--- src/rtl/preamble_inserter.sv ---
// rtl/preamble_inserter.sv - prepends a periodic training preamble and zero tail to each TX sample burst
module preamble_inserter #(
    parameter int PERIOD_LEN   = 16,
    parameter int PREAMBLE_LEN = 160,
    parameter int TAIL_LEN     = 16,
    parameter int WIDTH        = 32
) (
    input  logic             clk,
    input  logic             reset,
    input  logic             cfg_we,
    input  logic [3:0]       cfg_addr,
    input  logic [WIDTH-1:0] cfg_data,
    input  logic [WIDTH-1:0] i_tdata,
    input  logic             i_tlast,
    input  logic             i_tvalid,
    output logic             i_tready,
    output logic [WIDTH-1:0] o_tdata,
    output logic             o_tlast,
    output logic             o_tvalid,
    input  logic             o_tready,
    output logic             busy
);

    localparam int CNT_MAX = (PREAMBLE_LEN > TAIL_LEN) ? PREAMBLE_LEN : TAIL_LEN;
    localparam int CW      = $clog2(CNT_MAX + 1);
    localparam logic [CW-1:0] PRE_LAST  = CW'(PREAMBLE_LEN - 1);
    localparam logic [CW-1:0] TAIL_LAST = CW'((TAIL_LEN == 0) ? 0 : TAIL_LEN - 1);

    typedef enum logic [1:0] {
        S_IDLE,
        S_PREAMBLE,
        S_PAYLOAD,
        S_TAIL
    } state_t;

    state_t           state, state_d;
    logic [CW-1:0]    count, count_d;
    logic [WIDTH-1:0] tbl [16];
    logic [WIDTH-1:0] tdata_d;
    logic             tlast_d;
    logic             tvalid_d;
    logic             load;
    logic [3:0]       tbl_idx;

    // The output register may only advance when empty or being drained
    assign load    = ~o_tvalid | o_tready;
    assign busy    = (state != S_IDLE);
    assign tbl_idx = 4'(count) & 4'(PERIOD_LEN - 1);

    always_comb begin
        state_d  = state;
        count_d  = count;
        tdata_d  = o_tdata;
        tlast_d  = o_tlast;
        tvalid_d = o_tvalid;
        i_tready = 1'b0;
        case (state)
            S_IDLE: begin
                if (load) begin
                    tvalid_d = 1'b0;
                    tlast_d  = 1'b0;
                    // The payload sample only triggers the preamble; it is consumed later
                    if (i_tvalid) begin
                        tvalid_d = 1'b1;
                        tdata_d  = tbl[0];
                        if (PREAMBLE_LEN == 1) begin
                            state_d = S_PAYLOAD;
                            count_d = '0;
                        end else begin
                            state_d = S_PREAMBLE;
                            count_d = CW'(1);
                        end
                    end
                end
            end
            S_PREAMBLE: begin
                if (load) begin
                    tvalid_d = 1'b1;
                    tlast_d  = 1'b0;
                    tdata_d  = tbl[tbl_idx];
                    if (count == PRE_LAST) begin
                        state_d = S_PAYLOAD;
                        count_d = '0;
                    end else begin
                        count_d = count + CW'(1);
                    end
                end
            end
            S_PAYLOAD: begin
                i_tready = load;
                if (load) begin
                    tvalid_d = i_tvalid;
                    tlast_d  = 1'b0;
                    if (i_tvalid) begin
                        tdata_d = i_tdata;
                        tlast_d = (TAIL_LEN == 0) ? i_tlast : 1'b0;
                        if (i_tlast) begin
                            state_d = (TAIL_LEN > 0) ? S_TAIL : S_IDLE;
                            count_d = '0;
                        end
                    end
                end
            end
            S_TAIL: begin
                if (load) begin
                    tvalid_d = 1'b1;
                    tdata_d  = '0;
                    tlast_d  = (count == TAIL_LAST);
                    if (count == TAIL_LAST) begin
                        state_d = S_IDLE;
                        count_d = '0;
                    end else begin
                        count_d = count + CW'(1);
                    end
                end
            end
            default: begin
                state_d = S_IDLE;
                count_d = '0;
            end
        endcase
    end

    always_ff @(posedge clk or posedge reset) begin
        if (reset) begin
            state    <= S_IDLE;
            count    <= '0;
            o_tdata  <= '0;
            o_tlast  <= 1'b0;
            o_tvalid <= 1'b0;
        end else begin
            state    <= state_d;
            count    <= count_d;
            o_tdata  <= tdata_d;
            o_tlast  <= tlast_d;
            o_tvalid <= tvalid_d;
        end
    end

    // Table is frozen while a burst is in flight so a burst never mixes two tables
    always_ff @(posedge clk or posedge reset) begin
        if (reset) begin
            for (int i = 0; i < 16; i++) begin
                tbl[i] <= '0;
            end
        end else if (cfg_we && (state == S_IDLE)) begin
            tbl[cfg_addr] <= cfg_data;
        end
    end

endmodule

--- config.mk ---
export PLATFORM = sky130hd
export DESIGN_NAME = preamble_inserter
export DESIGN_NICKNAME = d
export VERILOG_FILES = /design/src/rtl/preamble_inserter.sv
export SDC_FILE = /design/constraint.sdc
export NUM_CORES = 1
export LEC_CHECK = 0
export BUFFER_PORTS_ARGS = -buffer_cell sky130_fd_sc_hd__clkbuf_2
export CAP_MARGIN = 20
export CORE_ASPECT_RATIO = 1.1
export CORE_MARGIN = 2
export CORE_UTILIZATION = 36
export CTS_CLUSTER_SIZE = 20
export DETAILED_ROUTE_END_ITERATION = 16
export SLEW_MARGIN = 10
export SYNTH_ARGS = -nofsm -noshare
export SYNTH_HDL_FRONTEND = slang
export SYNTH_SLANG_ARGS = --single-unit
--- constraint.sdc ---
create_clock -name clk -period 20.2 [get_ports clk]
set_clock_uncertainty 0.05 [all_clocks]
set_input_delay 1.01 -clock clk [delete_from_list [all_inputs] [get_ports clk]]
set_output_delay 1.01 -clock clk [all_outputs]
set_load 0.03 [all_outputs]
# Word-level counts from Yosys, hierarchy flattened
# Index checks and enable logic that the tools add are counted.
# word_totals
output_inout_bits	36
in_bits	74
word_cells	98
ff_bits	556
# classes
order_cmp	3
add_sub_neg	1
n_eq_ne	16
bitwise_logic	4
reduce_logical	11
n_mux	42
# ops
op	count
bitwise mux 512 bit	1
two-way mux 32 bit	9
binary-select mux 32 bit (select 4 bit)	1
demux 32 bit (select 4 bit)	1
case mux 32 bit (4 select lines)	1
two-way mux 8 bit	9
case mux 8 bit (4 select lines)	1
two-way mux 2 bit	9
!= test 2 bit, second input constant	9
greater-or-equal comparator 5 bit, second input constant	2
inverter 4 -> 5 bit	2
AND reduction 9 bit	1
adder 8 x 1 -> 8 bit, second input constant	1
equality test 8 x 4 -> 1 bit, second input constant	1
equality test 8 bit, second input constant	1
case mux 2 bit (4 select lines)	1
two-way mux 1 bit	7
AND reduction 7 bit	1
AND reduction 6 bit	1
< comparator 5 x 1 -> 1 bit, second input constant	1
equality test 2 bit, second input constant	2
!= test 2 x 1 -> 1 bit, second input constant	2
case mux 1 bit (3 select lines)	1
AND reduction 3 bit	1
other kinds (10)	11

# Depth between registers and ports, before layout
# Gate-level depths: netlist (run 1).
# depth
depth_word	6
ltp_mapped	10
ltp_nobuf	7

# Least setup slack after synthesis (run 1)
# No wires, ideal clock.
# synth_path
path_kind	register -> output
from	register state[0]
to	output port i_tready
stages_incl_launch_ff	6
arrival_time_ns	1.538
setup_slack_ns	17.602
path_buffers	2
required_ns	19.140
cell_sequence	dfrtp_1 > inv_1 > ha_1 > clkbuf_1 > clkbuf_1 > and2_1
# synth_via
elab_chain_cells	2
# synth_lines
element	line	source
start: declaration	36	state_t state, state_d;
start signal: assignment	132	state <= state_d;
equality test 2 bit	57	case (state)
two-way mux 1 bit	57	
end: declaration	16	output logic i_tready,
# No other way between the ends.

# Final worst setup path (run 1)
# layout_path
from	register count[0]
to	register o_tdata[2]
# layout_via
elab_chain_cells	6
# layout_lines
element	line	source
start: declaration	37	logic [CW-1:0] count, count_d;
start signal: assignment	133	count <= count_d;
inverter 4 -> 5 bit (implied by the code)	80	tdata_d = tbl[tbl_idx];
binary-select mux 32 bit (select 4 bit)	80	
two-way mux 32 bit (implied by the code) (2 in a row)	80	
two-way mux 32 bit	77	if (load) begin
case mux 32 bit (4 select lines)	57	
end signal: assignment	134	o_tdata <= tdata_d;
end: declaration	17	output logic [WIDTH-1:0] o_tdata,
# No other way between the ends. The select of a mux whose other input is x is not followed.
# A chain may end at the register's enable or synchronous reset.

==> impl_metrics.csv, run 1 <==
group,metric,value,unit
status,status,"finished clean",
cts,cts_buffers,53,
power_and_ir_drop,internal_power,2.75,mW
cts,ctsHoldBuffers,0,
sta,min_period,3.97,ns
setup_path,worstSetupPathType,"reg2reg",
setup_path,slowest_stage,"dfrtp_4",
global_route,antenna_found_initial,5,
placed_design,numPortBuffers,109,
sta,slew_viol_final,0,
power_and_ir_drop,peakVddDrop,78.9,uV
routing,wirelength,71.1,mm
min_path,hold_class,"reg2reg",
setup_path,worst_ep_arrival_time,4.44,ns
floorplanning,die_w,260,um
cts,cts_max_level,2,
setup_path,critPathMaxFanout,59,
floorplanning,dieHeight,285,um
setup_path,startpoint_type,"flop",
finish,multi_input_area,11200,um^2
sta,timing.hold.ws,0.439,ns
routing,drtIter0Drc,1350,
sta,maxSlewHeadroom,0.229,
cts,ctsResizeCount,0,
logic_synthesis,synth_fp_nets,2065,
setup_path,max_stage_delay,1.11,ns
sta,hold_violations,0,
cts,root_buffer,"clkbuf_16",
global_route,grt_max_degree,133,
power_and_ir_drop,p_sw,1.49,mW
cts,cts_setup_buffers,0,
logic_synthesis,yosys_register_bits,556,
logic_synthesis,synth.avg_cell_area,13.0,um^2
sta,timing.final.ws_setup,16.23,ns
routing,num_vias,16300,
placed_design,place.gp.congestion,0.755,
placed_design,place_ws,16.33,ns
floorplanning,fp-row-count,103,
finish,final_cells,3005,
setup_path,reg2reg_slack,16.23,ns
setup_path,critPathTopFamily,"buffers and inverters",
sta,fin_tns_setup,0,ns
sta,max_slew.worst_pin.slew,1.16,ns
cts,cts_tree,"built",
job,drv_cap,0,
cts,clock_path_buffers,3,
placed_design,dp_hpwl,39.9,mm
setup_path,crit_path_cell_trace,"buf_4 > buf_4 > mux2i_1 > a22oi_1 > nand4_1 > a31oi_1",
logic_synthesis,syn-cell-area,25900,um^2
routing,detail_route.wl_per_cell,23.7,um
power_and_ir_drop,clkPwrFrac,0.232,
power_and_ir_drop,p_leak,13.8,nW
global_route,grt_pass1_vias,17400,
setup_path,cpMostUsedCell,"buf_4",
power_and_ir_drop,power_density,146,nW/um^2
finish,seq_area,13900,um^2
power_and_ir_drop,power_frac_comb,0.354,
finish,nFillCells,6776,
sta,fmax,252,MHz
logic_synthesis,ys_warn_count,0,
placed_design,placed_cells,2907,
routing,ant_nets,0,
setup_path,worstPathRequired,20.67,ns
logic_synthesis,synth-seq-area-share,0.538,
cts,clkTransAtPathRegs,0.06,ns
routing,drc,0,
cts,clk-insertion-delay-late,0.61,ns
routing,drtPass1Iterations,7,
finish,fin_area,29000,um^2
sta,grt_setup_unrepaired,"no",
logic_synthesis,synth_top_area_frac,0.538,
global_route,grtUsageTotal,0.194,
floorplanning,dieArea,74000,um^2
finish,nets,2100,
global_route,grt_remaining_overflow,0,
power_and_ir_drop,power_frac_seq,0.415,
power_and_ir_drop,switching_share,0.352,
cts,clock-sinks,556,
finish,drive_gt1_frac,0.369,
logic_synthesis,ys_top_cells_by_area,"dfrtp_1 (54%), mux2_2 (21%), mux2i_1 (9.9%), a22oi_1 (2.8%), a21oi_1 (1.9%)",
floorplanning,coreArea,71400,um^2
sta,min_period_over_period,0.197,
setup_path,crit_path_end_kind,"flop",
placed_design,dpl_cell_area,27300,um^2
logic_synthesis,synth_top_area_cell,"dfrtp_1",
logic_synthesis,ys_types,43,
finish,area_delta_synth_final,12.2,%
sta,finalSetupViolations,0,
logic_synthesis,synthCells,1984,
global_route,grt_first_pass_wirelength,109,mm
floorplanning,ios,110,
setup_path,worst-path-buf-inv,2,
routing,viasPerCell,5.43,
floorplanning,initial_core_util,0.362,
## layout by cell type (no fill, tap or decap), types with 5 or more instances in the layout
cell type / instances
clkbuf_16: 55
nand2_1: 79
clkbuf_2: 109
mux2_4: 20
clkbuf_8: 11
ha_1: 5
clkbuf_1: 14
mux2_2: 477
a22oi_1: 96
nand3_1: 38
inv_1: 36
a21oi_1: 98
dfrtp_1: 555
clkinv_2: 10
mux2i_1: 257
buf_4: 37
mux2_1: 17
a31oi_1: 32
nor2_4: 10
nand4_1: 33
o21ai_0: 6
## worst reg2reg max path, stage by stage (launching register included)
cell     delay [ns]
dfrtp_4        1.11
buf_4          0.98
buf_4          0.92
mux2i_1        0.25
a22oi_1        0.23
nand4_1        0.14
a31oi_1        0.20
## cells in the mapped netlist, drive strengths merged
| cell | count |
|---|---|
| a211oi | 1 |
| a21bo | 1 |
| a21o | 2 |
| a21oi | 98 |
| a22o | 1 |
| a22oi | 96 |
| a31oi | 32 |
| and2 | 3 |
| and2b | 1 |
| and3 | 1 |
| buf | 80 |
| clkbuf | 88 |
| dfrtp | 556 |
| ha | 7 |
| inv | 37 |
| mux2 | 514 |
| mux2i | 257 |
| nand2 | 80 |
| nand2b | 8 |
| nand3 | 40 |
| nand4 | 33 |
| nand4b | 1 |
| nor2 | 14 |
| nor2b | 4 |
| nor3 | 3 |
| nor4 | 3 |
| o21ai | 6 |
| o21ba | 1 |
| o221ai | 1 |
| o22a | 1 |
| o22ai | 2 |
| o31a | 1 |
| o31ai | 2 |
| o41ai | 2 |
| or2 | 1 |
| or3 | 3 |
| or3b | 1 |
| or4 | 2 |
## kinds of logic after synthesis
kind of cell    count (synthesis)  share of synthesized area
fa+ha+maj                       7                    0.00339
compound gates                247                     0.0605
simple gates                  198                     0.0380
flops                         556                      0.538
mux                           771                      0.326
buf+inv                       205                     0.0340
## area by class of cell
class | count | area share
Antenna cell | 2 | 0.000172
Clock buffer | 80 | 0.0544
Clock inverter | 14 | 0.00358
Inverter | 37 | 0.00504
Multi-Input combinational cell | 1223 | 0.386
Sequential cell | 556 | 0.479
Tap cell | 945 | 0.0407
Timing Repair Buffer | 148 | 0.0303
## registers in the layout (all words and copies together) (netlist names)
name,flops
count,8
state,2
tbl,512
o_tvalid,1
o_tlast,1
o_tdata,32
## power groups by stage
stage / Combinational [mW] / Clock (mW) / Sequential (mW)
2_1_floorplan: 1.10 / 0 / 1.74
3_3_place_gp: 1.47 / 0 / 1.76
3_5_place_dp: 1.51 / 0 / 1.78
4_1_cts: 1.51 / 1.00 / 1.76
5_1_grt: 1.63 / 1.05 / 1.81
6_report: 1.50 / 0.982 / 1.76
## path summary, 6_finish.rpt
path | from | endpoint | cells past startpoint
max | count[0] | o_tdata[2] | 6
min | tbl[372] | tbl[372] | 1
max reg2reg | count[0] | o_tdata[2] | 6
min reg2reg | tbl[372] | tbl[372] | 1
max in group asynchronous | reset | tbl[140] | 4
min in group asynchronous | reset | tbl[348] | 2
## routing by layer
layer / vias to the layer above / routed length [um] / GRT usage
met1: 8649 / 31400 / 0.253
met5: - / 36 / 0
met2: 300 / 35100 / 0.332
met4: 6 / 1660 / 0.0542
met3: 107 / 2880 / 0.0300
li1: 7243 / - / -
## stage by stage
stage,power [mW],utilization
final,4.24,0.407
after global routing,4.49,0.407
after CTS,4.27,0.406
after detailed placement,3.28,0.382
after global placement,3.23,0.382
after floorplan,2.84,-
(Power assumes the default switching activity.)
==> run 2: changes to the inputs <==
- ABC_AREA: unset -> 1
- clock period: 20.2 -> 3.55 ns (I/O delays scaled with it)
==> impl_metrics.csv, run 2 <==
group,metric,value,unit
global_route,grt_first_pass_wirelength,132,mm
cts,clk-insertion-delay-late,0.62,ns
routing,drtIter0Drc,2090,
logic_synthesis,synth_edf_count,0,
setup_path,max_stage_delay,0.59,ns
logic_synthesis,yosysMostFrequentCell,"nand2_1",
global_route,grt_remaining_overflow,0,
setup_path,r2r_start,"state[1]",
routing,ant_nets,0,
sta,grt_setup_unrepaired,"no",
finish,final_cells,4689,
status,status,"finished clean",
sta,min_period_over_period,0.776,
floorplanning,die_w,266,um
routing,viasPerCell,4.96,
floorplanning,initial_core_util,0.364,
routing,drtPass1Iterations,5,
cts,clkTransAtPathRegs,0.06,ns
logic_synthesis,synthArstFlopShare,1.00,
placed_design,dp_hpwl,47.9,mm
job,drv_cap,0,
sta,min_period,2.75,ns
finish,reg_top3,"tbl: 512 flops, o_tdata: 32 flops, count: 8 flops",
cts,cts_max_level,2,
finish,area_delta_synth_final,13.5,%
global_route,grtUsageTotal,0.215,
finish,nFillCells,7701,
global_route,grt_max_degree,142,
finish,largest_register,"tbl",
global_route,antenna_found_initial,6,
setup_path,crit_path_cell_trace,"inv_1 > ha_1 > nand2_1 > inv_2 > nand3_2 > buf_12 > nand2_1 > o21ai_0",
cts,root_buffer,"clkbuf_16",
logic_synthesis,synth-seq-area-share,0.511,
finish,multi_input_area,10500,um^2
cts,clock-sinks,556,
cts,ctsResizeCount,0,
setup_path,critPathTopFamily,"simple AND/OR/NAND/NOR gates",
setup_path,r2r_end,"tbl[213]",
setup_path,worst-path-buf-inv,3,
sta,fmax,363,MHz
cts,clock_path_buffers,3,
logic_synthesis,synth.avg_cell_area,7.38,um^2
finish,drive_gt1_frac,0.0760,
finish,final_common_cell,"nand2_1",
floorplanning,dieArea,77800,um^2
setup_path,worst_ep_arrival_time,3.18,ns
setup_path,cpMostUsedCell,"nand2_1",
placed_design,numPortBuffers,109,
logic_synthesis,synth_fp_nets,3766,
setup_path,reg2reg_slack,0.80,ns
finish,layout_common_cells,"nand2_1 (1398), dfrtp_1 (553), o21ai_0 (524)",
logic_synthesis,synth_ff_type,"dfrtp_1",
routing,drc,0,
finish,nets,3760,
setup_path,startpoint_type,"flop",
sta,max_slew.worst_pin.slew,0.868,ns
power_and_ir_drop,p_leak,15.5,nW
setup_path,slowest_stage,"nand3_2",
floorplanning,coreArea,74800,um^2
power_and_ir_drop,power_density,912,nW/um^2
cts,cts_tree,"built",
cts,cts_buffers,60,
min_path,hold-path-endpoint,"tbl[158]",
floorplanning,dieHeight,292,um
setup_path,crit_path_end_kind,"flop",
min_path,whs_path_depth,3,
logic_synthesis,ys_warn_count,0,
sta,hold_violations,0,
routing,wirelength,82.2,mm
logic_synthesis,syn-cell-area,27200,um^2
sta,maxSlewHeadroom,0.421,
logic_synthesis,ys_top_cells_by_area,"dfrtp_1 (51%), nand2_1 (19%), o21ai_0 (9.6%), nand3_1 (6.7%), inv_1 (6.3%)",
sta,timing.final.ws_setup,0.796,ns
min_path,holdCritStartpoint,"cfg_data[30]",
finish,largest_register_ffs,512,
placed_design,place.gp.congestion,0.785,
routing,detail_route.wl_per_cell,17.5,um
setup_path,worstSetupPathType,"reg2reg",
logic_synthesis,ys_types,24,
power_and_ir_drop,peakVddDrop,632,uV
logic_synthesis,synthTopCellsByCount,"nand2_1 (1399), dfrtp_1 (556), o21ai_0 (524)",
setup_path,reg2reg_depth,8,
setup_path,worstPathRequired,3.97,ns
logic_synthesis,yosys_register_bits,556,
sta,finalSetupViolations,0,
placed_design,place_ws,0.846,ns
placed_design,placed_cells,4544,
logic_synthesis,synth_top_area_frac,0.511,
finish,seq_area,13900,um^2
logic_synthesis,synthCells,3685,
floorplanning,ios,110,
global_route,grt_pass1_vias,22800,
routing,num_vias,23300,
sta,slew_viol_final,0,
setup_path,critPathMaxFanout,38,
min_path,hold_class,"in2reg",
logic_synthesis,synth_top_area_cell,"dfrtp_1",
floorplanning,fp-row-count,105,
run 2: changes by cell type after synthesis, sizes merged, moves of 96 or more:
cell / change
inv: +419
nand2: +1327
mux2i: -257
mux2: -514
a22oi: -96
o21ai: +531
nand3: +329
run 2: power by group:
group	leakage (nW)	switching [mW]	total, mW	internal [mW]
Combinational	7.19	7.25	10.9	3.69
Sequential	7.31	1.61	10.9	9.24
Clock	0.990	2.64	6.38	3.73
Total	15.5	11.5	28.2	16.7
run 2: repair_timing:
action	in CTS	in global routing
hold buffers	36	0
setup buffers	0	0
endpoints found under the hold margin	354	0
run 2: worst max path at each step:
stage	from	to	slack (ns)	cells after the start
final	state[1]	tbl[213]	0.80	8
after global routing	state[0]	tbl[217]	0.60	8
after CTS	state[1]	tbl[213]	0.84	8
after detailed placement	state[1]	tbl[211]	0.85	8
after global placement	state[0]	tbl[213]	0.90	8
after floorplan	reset	count[0]	-4.25	1
run 2: cell families (layout without fill, tap and decap cells):
logic type               Yosys count  after routing  share of synthesized area
adder cells (fa/ha/maj)            7              7                    0.00322
flip-flops                       556            556                      0.511
other                              0              1                          0
AO/OA/AOI/OAI                    610            610                      0.113
buffers and inverters            714            754                      0.104
AND/OR/NAND/NOR                 1795           1795                      0.267
XOR/XNOR                           3              3                   0.000966
run 2: through the flow:
stage	power, mW	setup TNS, ns	hold slack (ns)	cell area (um^2)	utilization
floorplan	18.8	-2360.37	0.250	27200	-
global placement	21.6	0	0.140	28500	0.382
detailed placement	21.9	0	0.142	28500	0.382
CTS	28.4	0	0.0179	30900	0.413
global route	30.6	0	0.0800	30900	0.413
finish	28.2	0	0.0288	30900	0.413
run 2: layer usage:
layer | part of all wire | up-vias | GRT usage
li1 | - | 11400 | -
met3 | 0.043 | 135 | 0.0219
met2 | 0.49 | 551 | 0.378
met4 | 0.034 | 0 | 0.0741
met1 | 0.43 | 11200 | 0.274
met5 | 0 | - | 0
run 2: worst min-delay path, delay by kind of cell:
kind / cells / cell delay [ns]
AO/OA/AOI/OAI: 1 / 0.21
buffers and inverters: 2 / 0.27
run 2: area by class of cell:
cell class / instances / share of cell area
antenna: 1 / 0.0000811
tap: 963 / 0.0390
timing repair buffer: 190 / 0.0504
clock inverter: 21 / 0.00701
clock buffer: 87 / 0.0575
sequential: 556 / 0.451
inverter: 456 / 0.0559
multi-input combinational: 2415 / 0.339
